### config.mk
export PLATFORM = sky130hd
export DESIGN_NAME = div_ctrl_flat
export DESIGN_NICKNAME = d
export VERILOG_FILES = /design/src/rtl/div_ctrl_if.sv /design/src/rtl/div_ctrl.sv /design/src/flat_wrapper.sv
export SDC_FILE = /design/constraint.sdc
export NUM_CORES = 1
export LEC_CHECK = 0
export ABC_AREA = 1
export BUFFER_PORTS_ARGS = -buffer_cell sky130_fd_sc_hd__buf_4
export CAP_MARGIN = 15
export CORE_AREA = 2 2 81 83
export DETAILED_ROUTE_END_ITERATION = 10
export DIE_AREA = 0 0 83 85
export HOLD_SLACK_MARGIN = 0.1
export PLACE_DENSITY = 0.61
export RECOVER_POWER = 25
export SYNTH_ARGS = -nofsm -noshare
export SYNTH_HDL_FRONTEND = slang
export SYNTH_SLANG_ARGS = --single-unit
### constraint.sdc
create_clock -name clock -period 1.8 [get_ports clock]
set_input_delay 0 -clock clock [delete_from_list [all_inputs] [get_ports clock]]
set_output_delay 0 -clock clock [all_outputs]
set_load 0.02 [all_outputs]
### src/rtl/div_ctrl_if.sv
// div_ctrl_if: bundle of the execute-stage request/result signals and the
// divider issue/collect signals seen by div_ctrl.
//
// Handshake semantics (one rule for the whole bundle):
//   - A request transfers in the cycle where req_valid=1, req_op is one-hot
//     and stall=0. The execute stage holds req_* stable while stall=1.
//   - result_valid is a single-cycle strobe; result is 0 whenever it is low.
//   - div_enable is a single-cycle start pulse; div_op/div_rdata* are only
//     meaningful in that cycle. div_ready is a single-cycle completion strobe
//     and div_result is meaningful only while div_ready=1.
//   - flush overrides everything: no issue and no result in a flush cycle.
//
// The slave modport is the controller; the master modport is its environment
// (execute stage plus divider).
interface div_ctrl_if #(
    parameter int XLEN = 32
);
    logic            req_valid;
    logic [3:0]      req_op;
    logic [XLEN-1:0] req_rdata1;
    logic [XLEN-1:0] req_rdata2;
    logic            flush;
    logic            stall;
    logic            result_valid;
    logic [XLEN-1:0] result;
    logic            div_enable;
    logic [XLEN-1:0] div_rdata1;
    logic [XLEN-1:0] div_rdata2;
    logic [3:0]      div_op;
    logic            div_ready;
    logic [XLEN-1:0] div_result;

    modport slave (
        input  req_valid, req_op, req_rdata1, req_rdata2, flush,
        input  div_ready, div_result,
        output stall, result_valid, result,
        output div_enable, div_rdata1, div_rdata2, div_op
    );

    modport master (
        output req_valid, req_op, req_rdata1, req_rdata2, flush,
        output div_ready, div_result,
        input  stall, result_valid, result,
        input  div_enable, div_rdata1, div_rdata2, div_op
    );
endinterface

### src/rtl/div_ctrl.sv
// div_ctrl: issue/collect controller for the iterative divider.
// Accepts one one-hot {remu, rem, divu, divs} request at a time, pulses the
// divider enable for exactly one cycle, stalls the execute stage until the
// divider's ready strobe and hands back the result combinationally.
// A flush never aborts the divider (it has no kill input); a flushed
// operation is drained in DRAIN and its result dropped.
//
// Optional feature: define DIV_CACHE_EN to add a one-entry result cache
// (valid, tag {op, rdata1, rdata2}, data) that answers an exact repeat of the
// last delivered request in its request cycle without touching the divider.
module div_ctrl #(
    parameter int XLEN = 32
) (
    input  logic       clock,
    input  logic       reset,      // synchronous, active-low
    div_ctrl_if.slave  bus,
    output logic [1:0] state_dbg   // current FSM state (IDLE=0, BUSY=1, DRAIN=2)
);

    typedef enum logic [1:0] {
        ST_IDLE  = 2'd0,
        ST_BUSY  = 2'd1,
        ST_DRAIN = 2'd2
    } state_t;

    state_t state;
    state_t state_next;

    // A request counts only when exactly one op bit is set.
    logic req_ok;
    // Issue/deliver decisions made by the output logic, reused by the
    // cache registers so both always agree.
    logic issue;
    logic deliver;
    logic cache_hit;
    logic [XLEN-1:0] hit_data;

    assign req_ok    = bus.req_valid && $onehot(bus.req_op);
    assign state_dbg = state;

`ifdef DIV_CACHE_EN
    // Tag of the operation currently in the divider.
    logic [3:0]      tag_op;
    logic [XLEN-1:0] tag_rdata1;
    logic [XLEN-1:0] tag_rdata2;
    // Last delivered, non-flushed completion.
    logic            cache_valid;
    logic [3:0]      cache_op;
    logic [XLEN-1:0] cache_rdata1;
    logic [XLEN-1:0] cache_rdata2;
    logic [XLEN-1:0] cache_data;

    // Hit only on an exact match of op and both operands.
    assign cache_hit = cache_valid
                    && (cache_op     == bus.req_op)
                    && (cache_rdata1 == bus.req_rdata1)
                    && (cache_rdata2 == bus.req_rdata2);
    assign hit_data  = cache_data;

    // Latch the tag on issue; fill the cache only when a result is delivered.
    always_ff @(posedge clock) begin
        if (!reset) begin
            cache_valid <= 1'b0;
        end else begin
            if (issue) begin
                tag_op     <= bus.req_op;
                tag_rdata1 <= bus.req_rdata1;
                tag_rdata2 <= bus.req_rdata2;
            end
            if (deliver) begin
                cache_valid  <= 1'b1;
                cache_op     <= tag_op;
                cache_rdata1 <= tag_rdata1;
                cache_rdata2 <= tag_rdata2;
                cache_data   <= bus.div_result;
            end
        end
    end
`else
    // No cache: every valid request in IDLE goes to the divider.
    assign cache_hit = 1'b0;
    assign hit_data  = '0;
`endif

    // State register; the divider shares this reset, so no drain is needed.
    always_ff @(posedge clock) begin
        if (!reset) begin
            state <= ST_IDLE;
        end else begin
            state <= state_next;
        end
    end

    // Next-state logic: a flush only matters while the divider is busy.
    always_comb begin
        state_next = state;
        case (state)
            ST_IDLE: begin
                if (issue) begin
                    state_next = ST_BUSY;
                end
            end
            ST_BUSY: begin
                if (bus.div_ready) begin
                    state_next = ST_IDLE;
                end else if (bus.flush) begin
                    state_next = ST_DRAIN;
                end
            end
            ST_DRAIN: begin
                if (bus.div_ready) begin
                    state_next = ST_IDLE;
                end
            end
            default: begin
                state_next = ST_IDLE;
            end
        endcase
    end

    // Output logic: all handshake outputs are combinational from state and
    // inputs, and all of them are held at 0 while reset is asserted.
    always_comb begin
        bus.stall        = 1'b0;
        bus.result_valid = 1'b0;
        bus.result       = '0;
        bus.div_enable   = 1'b0;
        bus.div_op       = 4'd0;
        bus.div_rdata1   = '0;
        bus.div_rdata2   = '0;
        issue            = 1'b0;
        deliver          = 1'b0;
        if (reset) begin
            case (state)
                ST_IDLE: begin
                    if (req_ok && !bus.flush) begin
                        if (cache_hit) begin
                            bus.result_valid = 1'b1;
                            bus.result       = hit_data;
                        end else begin
                            issue          = 1'b1;
                            bus.div_enable = 1'b1;
                            bus.stall      = 1'b1;
                            bus.div_op     = bus.req_op;
                            bus.div_rdata1 = bus.req_rdata1;
                            bus.div_rdata2 = bus.req_rdata2;
                        end
                    end
                end
                ST_BUSY: begin
                    if (bus.div_ready) begin
                        // A flush in the ready cycle drops the result.
                        if (!bus.flush) begin
                            deliver          = 1'b1;
                            bus.result_valid = 1'b1;
                            bus.result       = bus.div_result;
                        end
                    end else begin
                        bus.stall = 1'b1;
                    end
                end
                ST_DRAIN: begin
                    // A new request must wait until the cycle after div_ready,
                    // since the divider ignores enable in its ready cycle.
                    bus.stall = bus.req_valid;
                end
                default: begin
                    bus.stall = 1'b0;
                end
            endcase
        end
    end

endmodule

### src/flat_wrapper.sv
// flat-port wrapper written by rule: the top's interface ports become plain ports
module div_ctrl_flat 
#(
    parameter int XLEN = 32
)
  (clock, reset, state_dbg, bus_req_valid, bus_req_op, bus_req_rdata1, bus_req_rdata2, bus_flush, bus_div_ready, bus_div_result, bus_stall, bus_result_valid, bus_result, bus_div_enable, bus_div_rdata1, bus_div_rdata2, bus_div_op);
  div_ctrl_if #(.XLEN(XLEN)) bus_i ();
  input  logic clock;
  input  logic reset;
  output logic [1:0] state_dbg;
  input wire logic [$bits(bus_i.req_valid)-1:0] bus_req_valid;
  input wire logic [$bits(bus_i.req_op)-1:0] bus_req_op;
  input wire logic [$bits(bus_i.req_rdata1)-1:0] bus_req_rdata1;
  input wire logic [$bits(bus_i.req_rdata2)-1:0] bus_req_rdata2;
  input wire logic [$bits(bus_i.flush)-1:0] bus_flush;
  input wire logic [$bits(bus_i.div_ready)-1:0] bus_div_ready;
  input wire logic [$bits(bus_i.div_result)-1:0] bus_div_result;
  output wire logic [$bits(bus_i.stall)-1:0] bus_stall;
  output wire logic [$bits(bus_i.result_valid)-1:0] bus_result_valid;
  output wire logic [$bits(bus_i.result)-1:0] bus_result;
  output wire logic [$bits(bus_i.div_enable)-1:0] bus_div_enable;
  output wire logic [$bits(bus_i.div_rdata1)-1:0] bus_div_rdata1;
  output wire logic [$bits(bus_i.div_rdata2)-1:0] bus_div_rdata2;
  output wire logic [$bits(bus_i.div_op)-1:0] bus_div_op;
  assign bus_i.req_valid = bus_req_valid;
  assign bus_i.req_op = bus_req_op;
  assign bus_i.req_rdata1 = bus_req_rdata1;
  assign bus_i.req_rdata2 = bus_req_rdata2;
  assign bus_i.flush = bus_flush;
  assign bus_i.div_ready = bus_div_ready;
  assign bus_i.div_result = bus_div_result;
  assign bus_stall = bus_i.stall;
  assign bus_result_valid = bus_i.result_valid;
  assign bus_result = bus_i.result;
  assign bus_div_enable = bus_i.div_enable;
  assign bus_div_rdata1 = bus_i.div_rdata1;
  assign bus_div_rdata2 = bus_i.div_rdata2;
  assign bus_div_op = bus_i.div_op;
  div_ctrl #(.XLEN(XLEN)) u_core (.clock(clock), .reset(reset), .bus(bus_i), .state_dbg(state_dbg));
endmodule
==> results of run 1 <==
==> logic make-up after synthesis <==
logic type | after synthesis
compound gates | 2
fa+ha+maj | 4
buf+inv | 119
flops | 2
simple gates | 121
==> per-stage QoR <==
stage | util | hold WS [ps]
floorplan | - | 119
finish | 0.556 | 101
global route | 0.556 | 127
CTS | 0.508 | 103
global placement | 0.436 | 313
detailed placement | 0.436 | 315
==> layout make-up <==
cell class              count  area [µm²]  share of cell area
multi-input cells         127         927               0.269
repair buffers            220        1940               0.561
well taps                  77        96.3              0.0279
inverters                 109         409               0.119
clock buffers               3        41.3              0.0120
flip-flops and latches      2        40.0              0.0116
==> worst max-delay path: stages <==
cell and delay, ps:
buf_8 100, ha_4 260, ha_4 120, fa_2 430
inv_2 60, nand3_2 80, nor2_4 180, nand2_8 80
buf_12 150, clkbuf_16 170, nor2_4 90, buf_6 120
==> repair_timing <==
item | CTS | global route
pin swaps | 8 | 3
endpoints found under the setup margin | 69 | 69
cloned | 5 | 2
resized for setup | 61 | 87
buffers inserted | 3 | 0
==> power breakdown <==
part | switching [W] | internal [W] | total, W
Sequential | 0.00000147 | 0.0000459 | 0.0000474
Combinational | 0.000239 | 0.000291 | 0.000530
Clock | 0.0000317 | 0.000141 | 0.000173
Total | 0.000272 | 0.000478 | 0.000750
==> synth_stat cells, drive strengths merged <==
master / number
dfxtp: 2
nor2: 107
nand4: 2
nor3: 1
a21oi: 2
inv: 109
nand2: 7
fa: 1
buf: 10
nand3: 4
ha: 3
==> worst min-delay path by stage <==
| stage | from | end | slack, ps | cells past startpoint |
|---|---|---|---|---|
| 6_report | bus_flush | u_core.state_dbg[1] | 100 | 3 |
| 5_1_grt | bus_flush | u_core.state_dbg[1] | 130 | 3 |
| 4_1_cts | bus_flush | u_core.state_dbg[1] | 100 | 3 |
| 3_5_place_dp | reset | u_core.state_dbg[0] | 310 | 3 |
| 3_3_place_gp | bus_flush | u_core.state_dbg[1] | 310 | 3 |
| 2_1_floorplan | bus_req_op[0] | bus_div_op[0] | 120 | 2 |
==> per-layer routing <==
metal / share of wire / wire length [µm]
met2: 0.54 / 3160
met1: 0.33 / 1930
met4: 0.020 / 119
met5: 0 / 0
met3: 0.12 / 691
==> flow_summary_export.csv, run 1 <==
group,metric,value,unit
final_layout,largest_reg_flops,2,
critical_path,cp-startpoint,"bus_req_op[2]",
synth,synth_cells,248,
clock_network,path_clk_slew,30,ps
global_route,met1_usage,0.150,
die,die_x,83,µm
final_layout,fillers,588,
synth,muxShareOfSynthArea,0,
global_route,grt_max_degree,31,
clock_network,cts_buffers,3,
synth,yosysTopAreaCell,"inv_1",
die,std_cell_rows,29,
sta,clock.fmax,535,MHz
synth,yosys.area_share.simple,0.449,
global_route,gr-usage-all-layers,0.143,
synth,ys_top_cells_by_area,"inv_1 38%, nor2_1 37%, buf_2 3.8%, dfxtp_1 3.8%, ha_1 3.6%",
clock_network,clock_latency,210,ps
die,start_util,0.170,
clock_network,cts_tree,"built",
routing,ant_nets,0,
placed_design,dp.cells,527,
synth,syn-cell-area,1050,µm²
critical_path,crit_arrival,1870,ps
placed_design,io_buffers,209,
routing,post_drt_wl_per_cell,11.0,µm
global_route,grtUsageMet2,0.271,
pwr,power.total,0.000750,W
placed_design,place_ws,-164,ps
final_layout,diodes,0,
synth,yosys_warnings,0,
worst_hold_path,hold_path_class,"primary input to register",
clock_network,cts-root-buf,"clkbuf_8",
sta,setup_ws,-67.8,ps
synth,synth_top_family_by_area,"simple AND/OR/NAND/NOR gates",
sta,setup_viol,47,
synth,syn_avg_cell_area,4.24,µm²
critical_path,critical_path.endpoint,"bus_div_op[1]",
run,cap_viol_max_count,0,
critical_path,rr_endpoint,"u_core.state_dbg[0]",
critical_path,startpoint_type,"primary input",
sta,fin_skew,1.81,ps
clock_network,cts.sinks,2,
critical_path,critPathKind,"primary input to output port",
critical_path,reg2reg_slack,880,ps
synth,synth_top_area_frac,0.382,
synth,yosys.area_share.adder,0.0547,
routing,drc,0,
synth,syn_nets,357,
die,coreArea,6200,µm²
routing,via_per_inst,3.97,
sta,totalNegativeSetupSlack,-1580,ps
sta,maxSlewHeadroom,0.823,
global_route,grt_pass1_vias,1910,
sta,finalHoldViolCount,0,
synth,synth_xor_area_frac,0,
final_layout,drive_gt1_frac,0.618,
critical_path,r2r_start,"u_core.state_dbg[0]",
pwr,p_leak,2.13,nW
critical_path,cp_max_fo,6,
run_status,outcome,"complete, but fails checks",
global_route,globalRouteOverflowTotal,0,
run_status,failed_checks,"negative setup slack",
pwr,peakVddDrop,0.194,mV
synth,ys_seq_area_frac,0.0380,
placed_design,dp_hpwl,4.18,mm
pwr,power.density,217,nW/µm²
placed_design,dpl-instance-area,2700,µm²
routing,drt_first_pass_iters,4,
final_layout,nets,572,
synth,synth-seq-cells,2,
critical_path,cp-end-kind,"output port",
final_layout,design_area,3450,µm²
clock_network,cts_hold_buf,0,
sta,maxSlewViolCount,0,
global_route,busiest_layer,"met2",
clock_network,clock_path_buffers,2,
critical_path,r2r_cells,4,
final_layout,syn_to_final_growth,228,%
die,die_h,85,µm
final_layout,final_cell_mix,"168 x buf_4, 106 x inv_1, 52 x nor2_1",
final_layout,final_cells,538,
critical_path,crit_required,1800,ps
sta,worst_pin_slew,266,ps
sta,finalCritPeriodShare,1.04,
die,die_area,7060,µm²
clock_network,htreeDepth,1,
sta,finalCriticalPeriod,1870,ps
global_route,grt_pass1_wl,8.51,mm
synth,synth_cell_types,15,
global_route,grt_util_met3,0.0467,
final_layout,layout_commonest_cell,"buf_4",
sta,rsz0062_at_grt,"true",
placed_design,place_congestion,0.757,
routing,vias,2136,
global_route,antenna_found_initial,0,
routing,first_iter_violations,38,
synth,synth_compound_area_frac,0.00951,
routing,wl,5.90,mm
die,ioPinCount,210,
(Power assumes the default switching activity.)
==> run 2: changes to the inputs <==
--- a/config.mk
+++ b/config.mk
@@ -8,11 +8,11 @@
 export ABC_AREA = 1
 export BUFFER_PORTS_ARGS = -buffer_cell sky130_fd_sc_hd__buf_4
 export CAP_MARGIN = 15
-export CORE_AREA = 2 2 81 83
+export CORE_AREA = 2 2 80 82
 export DETAILED_ROUTE_END_ITERATION = 10
-export DIE_AREA = 0 0 83 85
+export DIE_AREA = 0 0 82 84
 export HOLD_SLACK_MARGIN = 0.1
-export PLACE_DENSITY = 0.61
+export PLACE_DENSITY = 0.62
 export RECOVER_POWER = 25
 export SYNTH_ARGS = -nofsm -noshare
 export SYNTH_HDL_FRONTEND = slang
==> constraint.sdc (replaced) <==
create_clock -name clock -period 2.4 [get_ports clock]
set_input_delay 0 -clock clock [delete_from_list [all_inputs] [get_ports clock]]
set_output_delay 0 -clock clock [all_outputs]
set_load 0.02 [all_outputs]
==> flow_summary_export.csv, run 2 (same netlist as run 1, synthesis figures left out) <==
group,metric,value,unit
pwr,sw_frac_of_total,0.326,
global_route,gr-usage-all-layers,0.129,
placed_design,dp_hpwl,4.22,mm
placed_design,place_ws,286,ps
placed_design,place_congestion,0.745,
critical_path,crit_chain,"clkbuf_4 -> ha_1 -> ha_1 -> fa_1 -> inv_1 -> nand3_1 -> nor2_2 -> nand2_2 -> buf_4 -> nor2_1 -> buf_4",
pwr,p_switching,0.000148,W
final_layout,largest_reg_flops,2,
sta,rsz0062_at_grt,"false",
sta,setup_viol,0,
pwr,comb_power_share,0.639,
die,die_area,6890,µm²
final_layout,final_cell_mix,"188 x buf_4, 107 x inv_1, 106 x nor2_1",
clock_network,htreeDepth,1,
placed_design,dpl-instance-area,2680,µm²
sta,finalCritPeriodShare,0.877,
sta,clock.fmax,475,MHz
sta,maxSlewViolCount,0,
sta,totalNegativeSetupSlack,0,ps
clock_network,cts-root-buf,"clkbuf_8",
worst_hold_path,holdPathStages,3,
final_layout,nets,565,
routing,wl,4.93,mm
pwr,clkPwrFrac,0.283,
pwr,seqPwrFrac,0.077,
sta,worst_pin_slew,614,ps
routing,drt_first_pass_iters,3,
clock_network,ctsResizeCount,0,
die,die_x,82,µm
global_route,grt_max_degree,49,
pwr,p_leak,1.91,nW
critical_path,r2r_cells,4,
sta,fin_skew,1.46,ps
sta,maxSlewHeadroom,0.591,
die,die_h,84,µm
final_layout,diodes,0,
final_layout,design_area,2640,µm²
die,coreArea,6100,µm²
routing,vias,1931,
critical_path,critPathKind,"primary input to output port",
pwr,power.total,0.000456,W
critical_path,crit_arrival,2100,ps
final_layout,fillers,691,
placed_design,io_buffers,209,
critical_path,worst-path-buf-inv,4,
global_route,grt_pass1_vias,1696,
pwr,peakVddDrop,0.195,mV
critical_path,rr_endpoint,"u_core.state_dbg[0]",
critical_path,cp_max_fo,48,
run_status,outcome,"complete, no violations",
clock_network,cts.sinks,2,
sta,finalHoldViolCount,0,
routing,via_per_inst,3.64,
global_route,globalRouteOverflowTotal,0,
critical_path,cp-end-kind,"output port",
clock_network,post_cts_buffers,0,
global_route,grt_pass1_wl,7.21,mm
worst_hold_path,min_to,"u_core.state_dbg[1]",
pwr,intPower,0.000307,W
final_layout,drive_gt1_frac,0.434,
routing,ant_nets,0,
critical_path,crit_required,2400,ps
final_layout,syn_to_final_growth,151,%
clock_network,cts_buffers,3,
critical_path,r2r_start,"u_core.state_dbg[0]",
pwr,power.density,172,nW/µm²
clock_network,cts_tree,"built",
clock_network,clock_latency,210,ps
critical_path,cp_slowest_cell,"fa_1",
sta,setup_ws,296,ps
critical_path,reg2reg_slack,1460,ps
die,std_cell_rows,29,
routing,first_iter_violations,24,
routing,drc,0,
die,start_util,0.173,
clock_network,path_clk_slew,30,ps
sta,finalCriticalPeriod,2100,ps
die,ioPinCount,210,
final_layout,layout_commonest_cell,"buf_4",
clock_network,clock_path_buffers,2,
critical_path,critPathTopFamily,"adder cells",
global_route,antenna_found_initial,0,
clock_network,cts_hold_buf,1,
routing,post_drt_wl_per_cell,9.28,µm
run,cap_viol_max_count,0,
worst_hold_path,hp-start,"reset",
critical_path,startpoint_type,"primary input",
worst_hold_path,hold_path_class,"primary input to register",
critical_path,slowest_delay,560,ps
-- run 2: cell type report --
cell class | count | area, µm² | share of cell area
timing repair buffer | 213 | 1520 | 0.574
multi-input combinational | 127 | 538 | 0.204
inverter | 109 | 409 | 0.155
clock buffer | 3 | 41.3 | 0.0156
sequential | 2 | 40.0 | 0.0152
tap | 77 | 96.3 | 0.0365
-- run 2: worst max-delay path by stage --
stage | from | end | slack [ps] | cells after the start
floorplan | bus_req_op[2] | bus_div_op[0] | 530 | 10
global placement | bus_req_op[2] | bus_div_rdata1[27] | 310 | 11
detailed placement | bus_req_op[2] | bus_div_rdata1[17] | 290 | 11
CTS | bus_req_op[2] | bus_div_rdata1[17] | 270 | 11
global route | bus_req_op[2] | bus_div_rdata1[19] | 100 | 11
finish | bus_req_op[2] | bus_div_rdata1[17] | 300 | 11
-- run 2: power groups by stage --
stage / registers [W] / clock network, W / logic [W]
after global placement: 0.0000357 / 0 / 0.000291
final: 0.0000353 / 0.000129 / 0.000291
after detailed placement: 0.0000357 / 0 / 0.000294
after floorplan: 0.0000367 / 0 / 0.000115
after CTS: 0.0000353 / 0.000134 / 0.000297
after global routing: 0.0000354 / 0.000144 / 0.000323
-- run 2: stage by stage --
step / hold WS (ps) / utilization / instances
after global placement: 308 / 0.439 / 527
after detailed placement: 311 / 0.439 / 527
after global routing: 149 / 0.433 / 531
final: 101 / 0.433 / 531
after floorplan: 119 / - / 248
after CTS: 106 / 0.448 / 531
-- run 2: per-layer routing --
layer,vias to the layer above,GRT usage,wire (µm)
met4,0,0.0242,14
met2,109,0.255,2470
li1,1052,-,-
met5,-,0,0
met1,768,0.117,1660
met3,2,0.0563,778
-- run 2: worst register-to-register path, delay by kind of cell, from the launching register on --
| kind | cells | cell delay [ps] |
|---|---|---|
| AO/OA/AOI/OAI | 1 | 150 |
| buffers and inverters | 1 | 90 |
| flip-flops | 1 | 350 |
| AND/OR/NAND/NOR | 2 | 270 |
==> run 3: changes to the inputs <==
--- a/config.mk
+++ b/config.mk
@@ -5,14 +5,13 @@
 export SDC_FILE = /design/constraint.sdc
 export NUM_CORES = 1
 export LEC_CHECK = 0
-export ABC_AREA = 1
 export BUFFER_PORTS_ARGS = -buffer_cell sky130_fd_sc_hd__buf_4
 export CAP_MARGIN = 15
-export CORE_AREA = 2 2 80 82
+export CORE_AREA = 2 2 82 84
 export DETAILED_ROUTE_END_ITERATION = 10
-export DIE_AREA = 0 0 82 84
+export DIE_AREA = 0 0 84 86
 export HOLD_SLACK_MARGIN = 0.1
-export PLACE_DENSITY = 0.62
+export PLACE_DENSITY = 0.57
 export RECOVER_POWER = 25
 export SYNTH_ARGS = -nofsm -noshare
 export SYNTH_HDL_FRONTEND = slang
==> flow_summary_export.csv, run 3 <==
group,metric,value,unit
run_status,outcome,"complete, no violations",
sta,setup_viol,0,
synth,syn_avg_cell_area,6.80,µm²
global_route,grt_pass1_vias,1606,
die,start_util,0.143,
synth,synth_cells,132,
final_layout,layout_commonest_cell,"buf_4",
global_route,antenna_found_initial,0,
placed_design,dpl-instance-area,2550,µm²
final_layout,final_cell_mix,"165 x buf_4, 84 x and2_1, 29 x buf_6",
critical_path,cp_slowest_cell,"or4b_4",
routing,via_per_inst,3.94,
global_route,globalRouteOverflowTotal,0,
clock_network,clock_latency,210,ps
synth,synth.most_common_cell,"and2_1",
global_route,grt_max_degree,34,
clock_network,htreeDepth,1,
die,die_h,86,µm
critical_path,crit_arrival,2320,ps
synth,syn_nets,241,
critical_path,slowest_delay,510,ps
synth,ys_seq_area_frac,0.0446,
critical_path,worst-path-buf-inv,5,
synth,yosysTopAreaCell,"and2_1",
final_layout,nets,458,
routing,ant_nets,0,
critical_path,startpoint_type,"primary input",
placed_design,place_ws,-133,ps
synth,async_flop_share,0,
die,die_x,84,µm
synth,synth_cell_types,19,
final_layout,syn_to_final_growth,221,%
worst_hold_path,hold_path_class,"primary input to register",
die,std_cell_rows,29,
critical_path,crit_required,2400,ps
synth,ys_top_cells_by_area,"and2_1 70%, dfxtp_1 4.5%, ha_1 4.2%, clkbuf_1 2.9%, nor4b_4 2.6%",
run,cap_viol_max_count,0,
clock_network,clock_path_buffers,2,
synth,synth_ff_type,"dfxtp_1",
clock_network,cts.sinks,2,
placed_design,dp.cells,411,
routing,drt_first_pass_iters,6,
critical_path,crit_chain,"buf_4 -> ha_4 -> ha_4 -> fa_2 -> or4b_4 -> nor4b_4 -> buf_4 -> buf_12 -> buf_8 -> and2_1 -> buf_4",
synth,synth_top_area_frac,0.697,
final_layout,fillers,646,
global_route,gr-usage-all-layers,0.132,
routing,vias,1672,
sta,finalHoldViolCount,0,
sta,maxSlewViolCount,0,
clock_network,cts_buffers,3,
clock_network,cts_tree,"built",
routing,first_iter_violations,27,
die,ioPinCount,210,
clock_network,path_clk_slew,30,ps
sta,setup_ws,75.5,ps
final_layout,final_util,0.459,
synth,synth-seq-cells,2,
final_layout,largest_reg_flops,2,
routing,drc,0,
final_layout,final_cells,424,
critical_path,cpMostUsedCell,"buf_4",
sta,finalCritPeriodShare,0.969,
sta,clock.fmax,430,MHz
synth,synth_edf_count,0,
sta,finalCriticalPeriod,2320,ps
pwr,power.density,164,nW/µm²
critical_path,cp-end-kind,"output port",
die,die_area,7220,µm²
clock_network,cts-root-buf,"clkbuf_8",
final_layout,diodes,0,
routing,wl,5.29,mm
global_route,grt_pass1_wl,7.86,mm
synth,syn-cell-area,897,µm²
sta,worst_pin_slew,437,ps
routing,post_drt_wl_per_cell,12.5,µm
synth,netlist_top_cells_count,"100 x and2_1, 7 x clkbuf_1, 3 x ha_1, 3 x nand2_1, 3 x nor3_1",
final_layout,drive_gt1_frac,0.654,
sta,rsz0062_at_grt,"true",
pwr,peakVddDrop,0.0920,mV
die,coreArea,6280,µm²
placed_design,dp_hpwl,4.24,mm
critical_path,cp_max_fo,15,
placed_design,io_buffers,209,
placed_design,place_congestion,0.757,
critical_path,critPathKind,"primary input to output port",
pwr,p_leak,1.55,nW
synth,yosys_warnings,0,
sta,maxSlewHeadroom,0.709,
sta,fin_skew,3.54,ps
final_layout,design_area,2880,µm²
critical_path,critPathTopFamily,"simple AND/OR/NAND/NOR gates",
-- run 3: cell families after synthesis --
group | after synthesis | share of synthesized area
fa+ha+maj | 4 | 0.0642
flops | 2 | 0.0446
mux | 1 | 0.0112
compound gates | 3 | 0.0265
buf+inv | 10 | 0.0558
simple gates | 112 | 0.798
-- run 3: path summary, 6_finish.rpt --
path	startpoint	cells past startpoint	endpoint	slack, ps
setup / recovery	bus_req_op[1]	11	bus_div_rdata2[17]	80
hold / removal	bus_flush	3	u_core.state_dbg[0]	190
setup reg to reg	u_core.state_dbg[0]	3	u_core.state_dbg[0]	960
hold reg to reg	u_core.state_dbg[1]	2	u_core.state_dbg[1]	620
-- run 3: worst register-to-register path, delay by kind of cell, from the launching register on --
family | cells | cell delay [ps]
simple gates | 2 | 860
flops | 1 | 360
compound gates | 1 | 170
-- run 3: layer usage --
layer	track usage	vias to the layer above	wire, µm
met5	0	-	0
met4	0.0279	0	27
met3	0.0356	2	517
met2	0.238	111	2800
met1	0.158	723	1940
li1	-	836	-
-- run 3: power breakdown --
group / switching (W) / internal (W)
registers: 0.00000154 / 0.0000344
logic: 0.000108 / 0.000199
clock network: 0.0000245 / 0.000106
total: 0.000134 / 0.000340
-- run 3: layout make-up --
type	count	area, µm²	share of cell area
repair buffers	222	1820	0.630
clock buffers	3	41.3	0.0143
multi-input cells	120	887	0.308
flip-flops and latches	2	40.0	0.0139
well taps	77	96.3	0.0334
-- run 3: metrics by stage --
stage          power (W)  hold slack [ps]  setup TNS, ps
2_1_floorplan   0.000122             76.1              0
3_3_place_gp    0.000295              200           -275
3_5_place_dp    0.000298              204          -5420
4_1_cts         0.000480              188              0
5_1_grt         0.000505              207          -92.7
6_report        0.000474              192              0
-- run 3: repair_timing --
| item | in CTS | in global routing |
|---|---|---|
| resized for setup | 48 | 7 |
| pin swaps | 6 | 2 |
| hold endpoints to repair | 2 | 0 |
| endpoints found under the setup margin | 68 | 41 |
| cloned | 3 | 0 |
| hold buffers | 2 | 0 |
| buffers inserted | 5 | 1 |
